--- config.mk ---
export PLATFORM = sky130hd
export DESIGN_NAME = wb_arbiter2
export DESIGN_NICKNAME = d
export VERILOG_FILES = /design/src/rtl/wb_arbiter2_pkg.sv /design/src/rtl/wb_arbiter2.sv
export SDC_FILE = /design/constraint.sdc
export NUM_CORES = 1
export LEC_CHECK = 0
export ABC_CLOCK_PERIOD_IN_PS = 1600
export CORE_AREA = 2 2 112 114
export CTS_CLUSTER_SIZE = 25
export DETAILED_ROUTE_END_ITERATION = 6
export DIE_AREA = 0 0 114 116
export GPL_TIMING_DRIVEN = 0
export PLACE_DENSITY_LB_ADDON = 0.25
export SYNTH_ARGS = -nofsm -noshare
export SYNTH_HDL_FRONTEND = slang
export SYNTH_SLANG_ARGS = --single-unit
export TNS_END_PERCENT = 30
--- constraint.sdc ---
create_clock -name clk -period 1.6 [get_ports clk]
set_input_delay 0.24 -clock clk [delete_from_list [all_inputs] [get_ports clk]]
set_output_delay 0.24 -clock clk [all_outputs]
set_load 0.01 [all_outputs]
--- src/rtl/wb_arbiter2_pkg.sv ---
// Shared definitions for the two-master Wishbone arbiter.
package wb_pkg;

    typedef enum logic [1:0] {
        IDLE    = 2'd0,
        BUSY    = 2'd1,
        RECOVER = 2'd2
    } state_e;

    localparam logic M_INST = 1'b0;
    localparam logic M_DATA = 1'b1;

    localparam int unsigned TIMEOUT_DEFAULT = 255;

endpackage

--- src/rtl/wb_arbiter2.sv ---
// Two-master, one-slave Wishbone classic arbiter: registered round-robin
// grant, ack/err routed only to the owner, watchdog ends hung cycles with err.
module wb_arbiter2
    import wb_pkg::*;
#(
    parameter int unsigned AW      = 32,
    parameter int unsigned DW      = 32,
    parameter int unsigned TIMEOUT = TIMEOUT_DEFAULT
) (
    input  logic              clk,
    input  logic              rst_n,
    input  logic [AW-1:0]     m0_addr,
    input  logic [DW-1:0]     m0_wdata,
    input  logic [DW/8-1:0]   m0_sel,
    input  logic              m0_we,
    input  logic              m0_cyc,
    input  logic              m0_stb,
    output logic              m0_ack,
    output logic              m0_err,
    input  logic [AW-1:0]     m1_addr,
    input  logic [DW-1:0]     m1_wdata,
    input  logic [DW/8-1:0]   m1_sel,
    input  logic              m1_we,
    input  logic              m1_cyc,
    input  logic              m1_stb,
    output logic              m1_ack,
    output logic              m1_err,
    output logic [DW-1:0]     m_rdata,
    output logic [AW-1:0]     s_addr,
    output logic [DW-1:0]     s_wdata,
    output logic [DW/8-1:0]   s_sel,
    output logic              s_we,
    output logic              s_cyc,
    output logic              s_stb,
    input  logic [DW-1:0]     s_rdata,
    input  logic              s_ack
);

    localparam int unsigned CW = $clog2(TIMEOUT + 1);
    localparam logic [CW-1:0] CNT_LAST = CW'(TIMEOUT - 1);

    state_e        state_q, state_d;
    logic          grant_q, grant_d;
    logic          last_q, last_d;
    logic [CW-1:0] cnt_q, cnt_d;

    logic req0, req1;
    logic g_cyc, g_stb;
    logic ack_g, err_g;

    assign req0  = m0_cyc & m0_stb;
    assign req1  = m1_cyc & m1_stb;
    assign g_cyc = (grant_q == M_DATA) ? m1_cyc : m0_cyc;
    assign g_stb = (grant_q == M_DATA) ? m1_stb : m0_stb;

    assign m_rdata = s_rdata;

    // Owner's ack/err only; the other master never sees either.
    assign m0_ack = ack_g & (grant_q == M_INST);
    assign m0_err = err_g & (grant_q == M_INST);
    assign m1_ack = ack_g & (grant_q == M_DATA);
    assign m1_err = err_g & (grant_q == M_DATA);

    // State, grant, round-robin history and watchdog counter registers.
    always_ff @(posedge clk or negedge rst_n) begin
        if (!rst_n) begin
            state_q <= IDLE;
            grant_q <= M_INST;
            last_q  <= M_DATA;
            cnt_q   <= '0;
        end else begin
            state_q <= state_d;
            grant_q <= grant_d;
            last_q  <= last_d;
            cnt_q   <= cnt_d;
        end
    end

    // Slave-side mux on the registered grant; m0 lines idle through otherwise.
    always_comb begin
        s_addr  = m0_addr;
        s_wdata = m0_wdata;
        s_sel   = m0_sel;
        s_we    = 1'b0;
        s_cyc   = 1'b0;
        s_stb   = 1'b0;
        if (state_q == BUSY) begin
            if (grant_q == M_DATA) begin
                s_addr  = m1_addr;
                s_wdata = m1_wdata;
                s_sel   = m1_sel;
                s_we    = m1_we;
            end else begin
                s_we    = m0_we;
            end
            s_cyc = g_cyc;
            s_stb = g_cyc & g_stb;
        end
    end

    // Arbitration, completion/abort/timeout handling and counter next state.
    always_comb begin
        state_d = state_q;
        grant_d = grant_q;
        last_d  = last_q;
        cnt_d   = cnt_q;
        ack_g   = 1'b0;
        err_g   = 1'b0;
        case (state_q)
            IDLE: begin
                cnt_d = '0;
                if (req0 && req1) begin
                    grant_d = ~last_q;
                    state_d = BUSY;
                end else if (req0) begin
                    grant_d = M_INST;
                    state_d = BUSY;
                end else if (req1) begin
                    grant_d = M_DATA;
                    state_d = BUSY;
                end
            end
            BUSY: begin
                // Abort wins so a master that has left the bus never gets ack.
                if (!g_cyc) begin
                    cnt_d   = '0;
                    state_d = IDLE;
                end else if (s_ack) begin
                    ack_g   = 1'b1;
                    last_d  = grant_q;
                    cnt_d   = '0;
                    state_d = IDLE;
                end else if (cnt_q == CNT_LAST) begin
                    err_g   = 1'b1;
                    last_d  = grant_q;
                    cnt_d   = '0;
                    state_d = RECOVER;
                end else begin
                    cnt_d = cnt_q + CW'(1);
                end
            end
            RECOVER: begin
                cnt_d   = '0;
                state_d = IDLE;
            end
            default: begin
                cnt_d   = '0;
                state_d = IDLE;
            end
        endcase
    end

endmodule

After elaboration in Yosys (flattened, before gate mapping)
Cells that the tools add are included.

Add/subtract/negate cells: 1. Equal/unequal tests: 4. Multiplexer cells: 35. Bitwise gates (word level): 9. Reduce and logical (&&, ||, !) cells: 7.

Operators by type and width (number): 32-bit two-way mux (4); 8-bit two-way mux (4); 1-bit two-way mux (18); 2-bit two-way mux (6); 8-bit by 1-bit adder with 8-bit output (second input constant) (1); 8-bit == test (second input constant) (1); 4-bit two-way mux (2); 1-bit bitwise AND (7); 4-bit by 3-bit != test with 1-bit output (second input constant) (1); 4-bit != test (second input constant) (1); 2-bit case mux with 2 select lines (1); 2-bit AND reduction (2); 3-bit AND reduction (1); 3-bit nonzero test (1); 2-bit by 1-bit == test with 1-bit output (second input constant) (1); 2-bit logical NOT (1); 1-bit NOT (2); 2-bit nonzero test (1); 1-bit logical AND (1).

Bits in registers: 12. Input port bits: 177. Word-level logic and storage cells: 60.

Logic depth before layout (Yosys ltp)
Depth after elaboration: 6. Gate-level depth with buffers: 5.

Worst setup path after synthesis
Ideal clock, no wire load.

Kind: register -> output. Start point: register grant_q. End point: output m0_err. Arrival time: 1.330 ns. Required time: 1.360 ns. Setup slack: 0.030 ns. Cell stages (with the launch flop): 6. Buffers on the path: 2. Cells stage by stage: dfrtp_1 buf_4 mux2_2 nand3_1 buf_2 nor3_1.

Longest elaborated chain between the ends: 4. Elaborated cells between the ends (all ways): 5. Those cells by class: mux (3); bitwise (2).

RTL lines: start, declared (line wb_arbiter2.sv:43) `logic grant_q, grant_d;`; start signal, assigned (line wb_arbiter2.sv:73) `grant_q <= grant_d;`; 1-bit two-way mux (line wb_arbiter2.sv:53) `assign g_cyc = (grant_q == M_DATA) ? m1_cyc : m0_cyc;`; 1-bit two-way mux (line wb_arbiter2.sv:125) `if (!g_cyc) begin`; 1-bit two-way mux (line wb_arbiter2.sv:109) `case (state_q)`; 1-bit bitwise AND * (line wb_arbiter2.sv:60) `assign m0_err = err_g & (grant_q == M_INST);`; end, declared (line wb_arbiter2.sv:19) `output logic m0_err,`.

Mark *: on every way between the ends. The rest lies on a longest branch, timed or not.

Worst setup path in the final report
Start point: register state_q[1]. End point: output s_addr[12].

Longest elaborated chain between the ends: 2.

RTL lines: start, declared (line wb_arbiter2.sv:42) `state_e state_q, state_d;`; start signal, assigned (line wb_arbiter2.sv:72) `state_q <= state_d;`; 2-bit by 1-bit == test with 1-bit output (line wb_arbiter2.sv:87) `if (state_q == BUSY) begin`; 32-bit two-way mux (line wb_arbiter2.sv:87); end, declared (line wb_arbiter2.sv:29) `output logic [AW-1:0] s_addr,`.

No other way between the ends.

==> summary.md <==
| Metric | Value |
|---|---|
| DRT Pass-1 Iters | 4 |
| Crit path max-delay family | buffers and inverters |
| Adder-cell area share of the yosys netlist | ~1.4% |
| Lkg Pwr | approximately 2.3 nW |
| Core Footprint | 11900 um2 |
| Crit path cell chain | and2b_2 > nand2_8 > buf_12 > clkbuf_16 > mux2_4 > buf_6 |
| Post-synth net total | 362 |
| Max-slew violations | 0 |
| Fill count | 1154 |
| CTS Sinks | 12 |
| Clk buf depth | 2 |
| Drt drc | 0 |
| Yosys warnings | 0 |
| Rows | 40 |
| # port buffers | roughly 250 |
| Crit-path slowest cell | dfrtp_1 |
| Pre-CTS WS | -808 ps |
| Vias | 2419 |
| Clock transition at path regs | 40 ps |
| CP Buf/Inv Count | 3 |
| RSZ-0062 raised after global routing | true |
| Share of cells above drive strength 1 | between 40 and 50% |
| Crit path DAT | between 1500 and 2000 ps |
| Initial Utilization | between 10 and 15% |
| DRT antenna net count | 0 |
| RePlAce Congestion | around 0.78 |
| Top Ports | 284 |
| First DRT Iteration DRCs | 52 |
| Vias in the first global route | about 2300 |
| Die X | approximately 110 um |
| EDFF count, synth | 0 |
| Die ar. | around 13000 um2 |
| Post-route setup TNS | -23820 ps |
| VDD IR max | approximately 460 uV |
| Worst Tran Pin Value | around 550 ps |
| Synthesized area | 1780 um2 |
| Final setup fails | 74 |
| Remaining Overflow, GRT | 0 |
| CTS tree | done |
| Total CTS buffers | 3 |
| Skew-Pair Late Insertion Delay | 240 ps |
| Fin. Hold Viols | 0 |
| WL/cell | 17.7 um |
| First-pass GRT wire length | roughly 14000 um |
| Compound-cell area share of the yosys netlist | between 5 and 6% |
| Yosys cell types | 36 |
| Syn Inst Count | between 150 and 200 |
| Post-Synth Simple-Gate Area | roughly 11% |
| Total routed wirelength | 10700 um |
| Period utilization | 123% |
| Pin count of the biggest net entering global routing | 13 |
| Main flop type after synthesis | dfrtp_1 |
| Initial antenna violation count | 0 |
| Average size of a mapped cell | 9.70 um2 |
| Die Y-Extent | ~120 um |
| Clock Root Buffer | clkbuf_16 |
| XOR/XNOR share of the synthesized area | roughly 1.5% |
| Fmax | 508 MHz |
| Drt via density | roughly 4 |
| Mux contribution to synthesized area | between 40% and 50% |
| Pwr Density | between 600 and 700 nW/um2 |
| Layout Nets | approximately 640 |
| Area Overhead vs Synth | 188% |
| CP endpoint kind | output port |
| Crit-path max cell delay | about 380 ps |
| Register bit total from synthesis | 12 |
| Max Clock Skew | around 1.2 ps |
| Failing checks | setup timing |
| Kind of critical path | reg2out |
| Combinational family with the most area after synthesis | multiplexers |
| Outcome | finished, violations left |
| H-tree depth | 1 |
| HP Class | in2async |
| # diodes | 0 |
| Worst Path Required | 1360 ps |
| Final min period | between 1500 and 2000 ps |
| Critical Path Start Type | flip-flop |
| Normalized max-slew margin | 63.5% |
| HPWL Detailed | 8680 um |
| Share of flip-flops with an asynchronous set or reset | 100% |
| Sequential area share after synthesis | roughly 17% |
| CP max FO | 8 |
| GR Util All Layers | a little over an eighth |
| Max Cap Viol | 0 |
| Final worst setup slack | -368 ps |
## sequential cells by signal, summed over array words and instances (netlist names)
name and flops:
grant_q 1, state_q 2, last_q 1, cnt_q 8
## where the power goes
group | switching, mW | total, mW | internal (mW)
clock network | 0.134 | 0.511 | 0.377
logic | 0.949 | 2.67 | 1.72
registers | 0.0122 | 0.343 | 0.331
## layout make-up
| type | count | area, um2 | share of cell area (%) |
|---|---|---|---|
| repair buffers | 272 | 2800 | 54.9 |
| multi-input cells | 126 | 1340 | 26.3 |
| plain buffers | 40 | 373 | 7.30 |
| flip-flops and latches | 12 | 303 | 5.93 |
| well taps | 147 | 184 | 3.60 |
| clock buffers | 4 | 88.8 | 1.74 |
| inverters | 4 | 15.0 | 0.294 |
## worst paths after layout
check                                  startpoint                 end  slack (ps)  depth (start not counted)
setup / recovery           state_q[1]$_DFFE_PN0P_          s_addr[12]        -370                          6
hold / removal                              rst_n  cnt_q[6]$_DFF_PN0_         350                          1
setup reg to reg           state_q[1]$_DFFE_PN0P_  cnt_q[4]$_DFF_PN0_          70                          7
hold reg to reg                last_q$_DFFE_PN1P_  last_q$_DFFE_PN1P_         530                          2
max in group asynchronous                   rst_n  cnt_q[2]$_DFF_PN0_         860                          1
min in group clk                           m1_cyc  last_q$_DFFE_PN1P_         360                          3
## per-stage QoR
| stage | hold slack, ps | cell area, um2 | utilization (%) | power (mW) | std cells |
|---|---|---|---|---|---|
| final | 354 | 5100 | 42.9 | 3.52 | 605 |
| after global routing | 380 | 5100 | 42.9 | 3.68 | 605 |
| after CTS | 381 | 4780 | 40.1 | 3.28 | 596 |
| after detailed placement | 506 | 4470 | 37.5 | 2.44 | 581 |
| after global placement | 497 | 4470 | 37.5 | 2.44 | 581 |
| after floorplan | -55.6 | 1780 | - | 1.26 | 183 |
## routing by layer
layer | global-route usage, % | up-vias | routed length [um]
met5 | 0 | - | 0
li1 | - | 1184 | -
met4 | 2.20 | 0 | 95
met3 | 4.39 | 8 | 985
met1 | 16.7 | 1118 | 4180
met2 | 23.6 | 109 | 5450
## layout by cell type (no fill, tap or decap), types with 2 or more instances in the layout
| cell type | instances |
|---|---|
| dfrtp_1 | 10 |
| a21oi_1 | 2 |
| o21ai_0 | 2 |
| nand3_4 | 2 |
| mux2_2 | 38 |
| nand3_1 | 3 |
| nor2_1 | 5 |
| nand4_1 | 2 |
| buf_4 | 42 |
| mux2_4 | 31 |
| buf_16 | 3 |
| buf_2 | 12 |
| xor2_1 | 2 |
| clkbuf_2 | 3 |
| a31oi_1 | 3 |
| clkdlybuf4s50_1 | 175 |
| nor3_1 | 7 |
| nor3_2 | 2 |
| nand2_1 | 3 |
| inv_1 | 3 |
| buf_12 | 5 |
| o211ai_1 | 2 |
| buf_8 | 3 |
| mux2i_1 | 3 |
| buf_6 | 65 |
| clkbuf_16 | 5 |
## cells by family after synthesis
| logic type | count (synthesis) |
|---|---|
| AO/OA/AOI/OAI | 14 |
| XOR/XNOR | 3 |
| adder cells (fa/ha/maj) | 2 |
| buffers and inverters | 45 |
| flip-flops | 12 |
| multiplexers | 72 |
| AND/OR/NAND/NOR | 35 |
## repair_timing
item                                    CTS  global route
gates resized for setup                 366            81
endpoints found under the hold margin     0             0
setup buffers                             8             8
hold buffers                              0             0
cloned                                    3             2
pin swaps                                 1             3
endpoints found under the setup margin   75            76
## worst reg2reg max path, stage by stage (launching register included)
cell	delay [ps]
dfrtp_1	380
and2b_2	280
buf_4	130
buf_6	110
nand3_4	80
buf_6	140
buf_4	150
nor3_1	170
## cell usage after synthesis, types with 2 or more instances
master / n / area [um2]
mux2_2: 68 / 766
mux2i_1: 3 / 30.0
nand3_1: 5 / 25.0
o21ai_0: 2 / 10.0
nor3_1: 9 / 45.0
inv_1: 4 / 15.0
xor2_1: 2 / 17.5
a21oi_1: 2 / 10.0
nor2_1: 5 / 18.8
buf_2: 5 / 25.0
nand2_1: 4 / 15.0
buf_4: 33 / 248
nand4_1: 2 / 12.5
buf_6: 3 / 33.8
o211ai_1: 2 / 15.0
a31oi_1: 3 / 18.8
dfrtp_1: 11 / 275
ha_1: 2 / 25.0
No activity file was read; power rests on OpenSTA's default activity.
